[config.mk]
export PLATFORM = sky130hd
export DESIGN_NAME = hazard_sched
export DESIGN_NICKNAME = d
export VERILOG_FILES = /design/src/rtl/hazard_sched.sv
export SDC_FILE = /design/constraint.sdc
export NUM_CORES = 1
export LEC_CHECK = 0
export ABC_AREA = 1
export BUFFER_PORTS_ARGS = -buffer_cell sky130_fd_sc_hd__buf_2
export CAP_MARGIN = 20
export CORE_ASPECT_RATIO = 0.7
export CORE_MARGIN = 2
export CORE_UTILIZATION = 36
export DETAILED_ROUTE_END_ITERATION = 6
export PLACE_DENSITY = 0.77
export SKIP_LAST_GASP = 1
export SLEW_MARGIN = 40
export SYNTH_ARGS = -nofsm -noshare
export SYNTH_HDL_FRONTEND = slang
export SYNTH_SLANG_ARGS = --single-unit
[constraint.sdc]
create_clock -name clock -period 1.4 [get_ports clock]
set_input_delay 0.21 -clock clock [delete_from_list [all_inputs] [get_ports clock]]
set_output_delay 0.21 -clock clock [all_outputs]
set_load 0.005 [all_outputs]
[src/rtl/hazard_sched.sv]
// hazard_sched: bypass selects, load-use stall and mul/div sequencing for the 5-stage core.
// Fields: opcode [31:27], rd [26:22], rs1 [21:17], rs2 [16:12], ALU op [6:2].
module hazard_sched #(
    parameter int MD_LATENCY = 32
) (
    input  logic        clock,
    input  logic        reset,
    input  logic [31:0] fd_insn,
    input  logic [31:0] dx_insn,
    input  logic [31:0] xm_insn,
    input  logic [31:0] mw_insn,
    output logic        stall_fd,
    output logic        stall_dx,
    output logic        bubble_dx,
    output logic        md_start,
    output logic        md_op,
    output logic        md_busy,
    output logic        md_result_valid,
    output logic [1:0]  sel_a,
    output logic [1:0]  sel_b
);
    typedef enum logic [1:0] {IDLE, BUSY, DONE} state_t;

    state_t     r_state;
    logic [5:0] r_cnt;

    // Register 0 doubles as "no register", since r0 never forwards or stalls.
    function automatic logic [4:0] dest(input logic [31:0] i);
        logic [4:0] op;
        op = i[31:27];
        return (op == 5'b00000 || op == 5'b00101 || op == 5'b01000) ? i[26:22] :
               (op == 5'b00011) ? 5'd31 :
               (op == 5'b10101) ? 5'd30 : 5'd0;
    endfunction

    function automatic logic [4:0] src_a(input logic [31:0] i);
        logic [4:0] op;
        op = i[31:27];
        return (op == 5'b00000 || op == 5'b00101 || op == 5'b00111 || op == 5'b01000 ||
                op == 5'b00010 || op == 5'b00110) ? i[21:17] :
               (op == 5'b00100) ? i[26:22] :
               (op == 5'b10110) ? 5'd30 : 5'd0;
    endfunction

    function automatic logic [4:0] src_b(input logic [31:0] i);
        logic [4:0] op;
        op = i[31:27];
        return (op == 5'b00000) ? i[16:12] :
               (op == 5'b00111 || op == 5'b00010 || op == 5'b00110) ? i[26:22] : 5'd0;
    endfunction

    logic [4:0] w_xm_dst, w_mw_dst, w_dx_a, w_dx_b, w_fd_a, w_fd_b, w_lw_dst;
    logic       w_dx_md, w_load_use, w_start, w_fsm_stall;

    assign w_xm_dst = dest(xm_insn);
    assign w_mw_dst = dest(mw_insn);
    assign w_dx_a   = src_a(dx_insn);
    assign w_dx_b   = src_b(dx_insn);
    assign w_fd_a   = src_a(fd_insn);
    assign w_fd_b   = src_b(fd_insn);
    assign w_lw_dst = (dx_insn[31:27] == 5'b01000) ? dx_insn[26:22] : 5'd0;

    assign w_dx_md     = dx_insn[31:27] == 5'b00000 && dx_insn[6:3] == 4'b0011;
    assign w_load_use  = w_lw_dst != 5'd0 && (w_fd_a == w_lw_dst || w_fd_b == w_lw_dst);
    assign w_start     = r_state == IDLE && w_dx_md;
    assign w_fsm_stall = w_start || r_state == BUSY;

    always_ff @(posedge clock) begin
        if (reset) begin
            r_state <= IDLE;
            r_cnt   <= 6'd0;
        end else if (r_state == IDLE) begin
            if (w_dx_md) begin
                r_state <= BUSY;
                r_cnt   <= 6'd1;
            end
        end else if (r_state == BUSY) begin
            if (r_cnt == 6'(MD_LATENCY)) r_state <= DONE;
            else r_cnt <= r_cnt + 6'd1;
        end else begin
            r_state <= IDLE;
        end
    end

    // Everything is forced low while reset is asserted, including combinational paths.
    assign stall_fd        = !reset && (w_fsm_stall || w_load_use);
    assign stall_dx        = !reset && w_fsm_stall;
    assign bubble_dx       = !reset && w_load_use && !w_fsm_stall;
    assign md_start        = !reset && w_start;
    assign md_op           = !reset && w_start && dx_insn[2];
    assign md_busy         = !reset && r_state == BUSY;
    assign md_result_valid = !reset && r_state == DONE;
    assign sel_a = reset || w_dx_a == 5'd0 ? 2'b00 : w_dx_a == w_xm_dst ? 2'b01 :
                   w_dx_a == w_mw_dst ? 2'b10 : 2'b00;
    assign sel_b = reset || w_dx_b == 5'd0 ? 2'b00 : w_dx_b == w_xm_dst ? 2'b01 :
                   w_dx_b == w_mw_dst ? 2'b10 : 2'b00;
endmodule

Yosys cells after proc, flatten, opt, wreduce, memory -nomap -nowiden --
Cells that the tools add are included.
Operators by class: add/subtract/negate cells 1, equality and inequality tests 35, muxes and demuxes 31, reductions and logical operators 47
Operators with widths (count):
- 2-to-1 mux 5 bit | 17
- equality test 5 x 3 -> 1 bit, second input constant | 10
- equality test 5 bit | 6
- zero test 5 bit | 6
- 2-to-1 mux 6 bit | 4
- logical OR 1 bit | 23
- equality test 5 x 2 -> 1 bit, second input constant | 4
- equality test 5 x 4 -> 1 bit, second input constant | 4
- equality test 5 bit, second input constant | 4
- 2-to-1 mux 2 bit | 10
- logical AND 1 bit | 11
- adder 6 x 1 -> 6 bit, second input constant | 1
- equality test 6 bit, second input constant | 1
- nonzero test 5 bit | 1
- equality test 4 x 2 -> 1 bit, second input constant | 1
- != test 2 bit, second input constant | 2
- != test 3 bit, second input constant | 1
- AND reduction 3 bit | 1
- equality test 2 x 1 -> 1 bit, second input constant | 1
- equality test 2 bit, second input constant | 1
- zero test 1 bit | 2
- zero test 2 bit | 1
- AND reduction 2 bit | 1
- nonzero test 2 bit | 1
Word-level totals: bits in registers 8, input port bits 130, output and inout port bits 11, word-level logic and storage cells 116

Longest topological paths before layout --
depth after elaboration 12, depth in mapped cells 15, gate-level depth less buffers 15

Worst setup path before layout --
Ideal clock, no wire load.
path kind input-to-output, start in dx_insn[31], end out sel_a[1], arrival 1.300 ns, required time 1.190 ns, setup slack -0.110 ns, stages on the path 11, buffers on the path 0, cell sequence inv_2 > nand2_4 > nor2_8 > nand2_4 > o21ai_1 > nand2_4 > xor2_1 > nand3_1 > nor2_1 > nand2_1 > nor2_1
On the way: cells in the longest elaborated chain, start to end 11, elaborated cells between the ends (all ways) 23, classes of those cells eq/ne: 9; mux: 6; reduce/logical: 8
Ends and longest elaborated chain:
- start: declaration | line 9 | input logic [31:0] dx_insn,
- equality test 5 x 3 -> 1 bit or zero test 5 bit (tied branches) | line 39 | return (op == 5'b00000 || op == 5'b00101 || op == 5'b00111 || op == 5'b01000 ||
- logical OR 1 bit (4 in series) | line 39
- logical OR 1 bit | line 40 | op == 5'b00010 || op == 5'b00110) ? i[21:17] :
- 2-to-1 mux 5 bit (*) | line 40
- equality test 5 bit | line 94 | w_dx_a == w_mw_dst ? 2'b10 : 2'b00;
- 2-to-1 mux 2 bit | line 94
- 2-to-1 mux 2 bit | line 93 | assign sel_a = reset || w_dx_a == 5'd0 ? 2'b00 : w_dx_a == w_xm_dst ? 2'b01 :
- 2-to-1 mux 2 bit (*) | line 93
- end: declaration | line 19 | output logic [1:0] sel_a,
Mark *: on every way between the ends. The rest lies on a longest branch, timed or not.

Worst setup path after layout --
start in dx_insn[29], end out sel_a[1]
Same word-level chain as after synthesis.

==> impl_metrics.tcl <==
set metrics [dict create \
    powerDensity_nw_per_um2 382.5 \
    h-tree-depth 1 \
    crit_family "simple AND/OR/NAND/NOR gates" \
    finalClockSkew_ps 3.046 \
    die_x_um 88.00 \
    synth-edff-count 0 \
    root_buffer "clkbuf_8" \
    outcome "finished, violations left" \
    syn_to_final_growth_pct 63.12 \
    startpoint_type "primary input" \
    critPathArrivalTime_ps 1630 \
    routed.top_layer "met4" \
    yosys_warnings 0 \
    grt_usage_pct 19.06 \
    synth_compound_area_share_pct 13.93 \
    synth-adder-area-share_pct 1.407 \
    dp_hpwl_um 4378 \
    critical_path.most_common_cell "nor2_1" \
    synthesis.instances 323 \
    drive_gt1_share_pct 47.71 \
    setup.worst_path.class "primary input to output port" \
    viasPerCell 4.626 \
    irDropWorstVdd_mv 0.2198 \
    netlist_area_um2 1778 \
    wirelength_um 5608 \
    synth_flop_cell "dfxtp_1" \
    wl_met2_um 2886 \
    first_global_vias 2145 \
    nets 570 \
    drt-met1-wl_um 2407 \
    insertion_delay_ps 230 \
    crit_buf_inv 4 \
    drtAntennaViolNets 0 \
    cts.sinks 8 \
    yosysSeqAreaShare_pct 9.008 \
    antenna_found_initial 0 \
    die-area_um2 5526 \
    yosysTopAreaCell "nand2_1" \
    tightest_slew_ps 308.9 \
    place_area_um2 2492 \
    ff2ff_path_depth 8 \
    clockBufferDepth 2 \
    num_rows 21 \
    crit_fanout 6 \
    yosysTopAreaCellShare_pct 17.52 \
    dr_wl_met3_um 286 \
    dieHeight_um 62.80 \
    crit_chain "buf_2 -> inv_4 -> nand2_2 -> nand3_4 -> nand3_4 -> buf_4 -> a21oi_2 -> nor2_1 -> nor2_1 -> nand4_1 -> nor2_1 -> nor2_1 -> buf_2" \
    synth_xor_area_share_pct 5.419 \
    slowest_stage "buf_4" \
    synth_seq_cells 8 \
    mostFrequentLayoutCells "buf_2, nand2_1, inv_1" \
    grt_pass1_wl_um 8735 \
    critical_path_depth 13 \
    synthTopCellsByArea "nand2_1, inv_1, nor2_1" \
    cts_tree "done" \
    syn_avg_cell_area_um2 5.505 \
    vias 2336 \
    grt_start_max_net_pins 7 \
    fmax_mhz 542.7 \
    synth_top_family_by_area "simple AND/OR/NAND/NOR gates" \
    hold-worst-slack_ps 346.1 \
    cts_buffers 3 \
    start_util_pct 37.38 \
    drt_iter0_markers 78 \
    ios 141 \
    synth-simple-area-share_pct 57.57 \
    drc 0 \
    first_pass_iters 4 \
    synthMuxAreaShare_pct 0 \
    fin_util_pct 60.98 \
    rsz0062_at_grt "true" \
    wire_per_inst_um 11.10 \
    synthArstFlopShare_pct 0 \
    hold_depth 3 \
    cap_violations 0 \
    worst_setup_path_end_kind "output port" \
    syn_nets 455 \
    hold_viol 0 \
    leakage_uw 0.001591 \
    max_slew_margin_pct 79.25 \
    maxSlewViolCount 0 \
    overflow 0 \
    place_congestion 0.8787 \
    min_period_ps 1843 \
    final-setup-viol-count 13 \
    diodes 0 \
    holdCritPathClass "primary input to register" \
    synth.distinct_cells 36 \
    cp.required_ps 1190 \
    cp_slowest_stage_delay_ps 170 \
    violations "negative setup slack" \
    final_cell_area_um2 2900 \
    setup_ws_ps -442.5 \
    io_buffers 77 \
    coreArea_um2 4756 \
    layout_commonest_cell "buf_2" \
    clkTransAtPathRegs_ps 40 \
    fin_crit_sh_pct 131.6 \
]
[kinds of logic after synthesis]
| family | count (synthesis) |
|---|---|
| and+or+nand+nor | 203 |
| buffers and inverters | 60 |
| AOI/OAI and AO/OA | 39 |
| xor gates and xnor gates | 11 |
| DFF | 8 |
| adders and majority gates | 2 |
[area by class of cell]
cell class | count | area (µm²)
inverter | 59 | 241.5
fill | 454 | 1856
tap | 69 | 86.33
clock buffer | 3 | 41.29
timing repair buffer | 111 | 700.7
multi-input combinational | 255 | 1670
sequential | 8 | 160.2
[stage by stage]
| step | TNS [ps] | worst slack, ps | cells | total power [µW] |
|---|---|---|---|---|
| after floorplan | -130.1 | -36.01 | 323 | 530.8 |
| after global placement | -3824 | -383.3 | 494 | 728.6 |
| after detailed placement | -4247 | -423.4 | 494 | 738.4 |
| after CTS | -2378 | -378.6 | 500 | 1068 |
| after global routing | -4556 | -613.1 | 505 | 1198 |
| final | -2963 | -442.5 | 505 | 1109 |
[final timing paths]
kind,from,end,slack (ps)
hold / removal,reset,r_state[0],350
hold reg to reg,r_cnt[5],r_state[1],510
setup reg to reg,r_cnt[3],r_cnt[5],-50
setup / recovery,dx_insn[29],sel_a[1],-440
[cells in the mapped netlist, types with 3 or more instances]
master   number
nand2_4       5
xor2_1        9
inv_1        51
nor2_4        5
nor2_1       47
nand3_1      27
o22ai_1       5
nand3_4       3
o21ai_1      12
o21ai_2       4
nor3_1        9
a21oi_1       7
nor2_2        3
nand2_1      83
dfxtp_1       8
nand2_2       9
nand4_1       3
inv_2         8
[flip-flops by register name, indices dropped and copies added (netlist names)]
name and count:
r_cnt 6, r_state 2
[per-layer routing]
metal	vias up	GRT usage [%]
met5	-	0
met4	0	1.538
met3	4	3.567
met2	56	34.09
met1	1026	24.52
li1	1250	-
[worst register-to-register path: cells and delay by family (launching register included)]
| kind | cells | cell delay, ps |
|---|---|---|
| flip-flops | 1 | 350 |
| AND/OR/NAND/NOR | 8 | 990 |
[power breakdown]
part / internal [µW] / leakage, µW / switching, µW
clock: 186 / 0.0000216 / 89.4
combinational: 268 / 0.00150 / 337
sequential: 229 / 0.0000644 / 0.175
total: 683 / 0.00159 / 426
[timing repair]
item,4_1_cts,5_1_grt
pin swaps,9,26
hold endpoints to repair,0,0
resized for setup,31,42
endpoints found under the setup margin,11,15
hold buffers,0,0
setup buffers,3,6
Power figures use the tool's default switching activity.
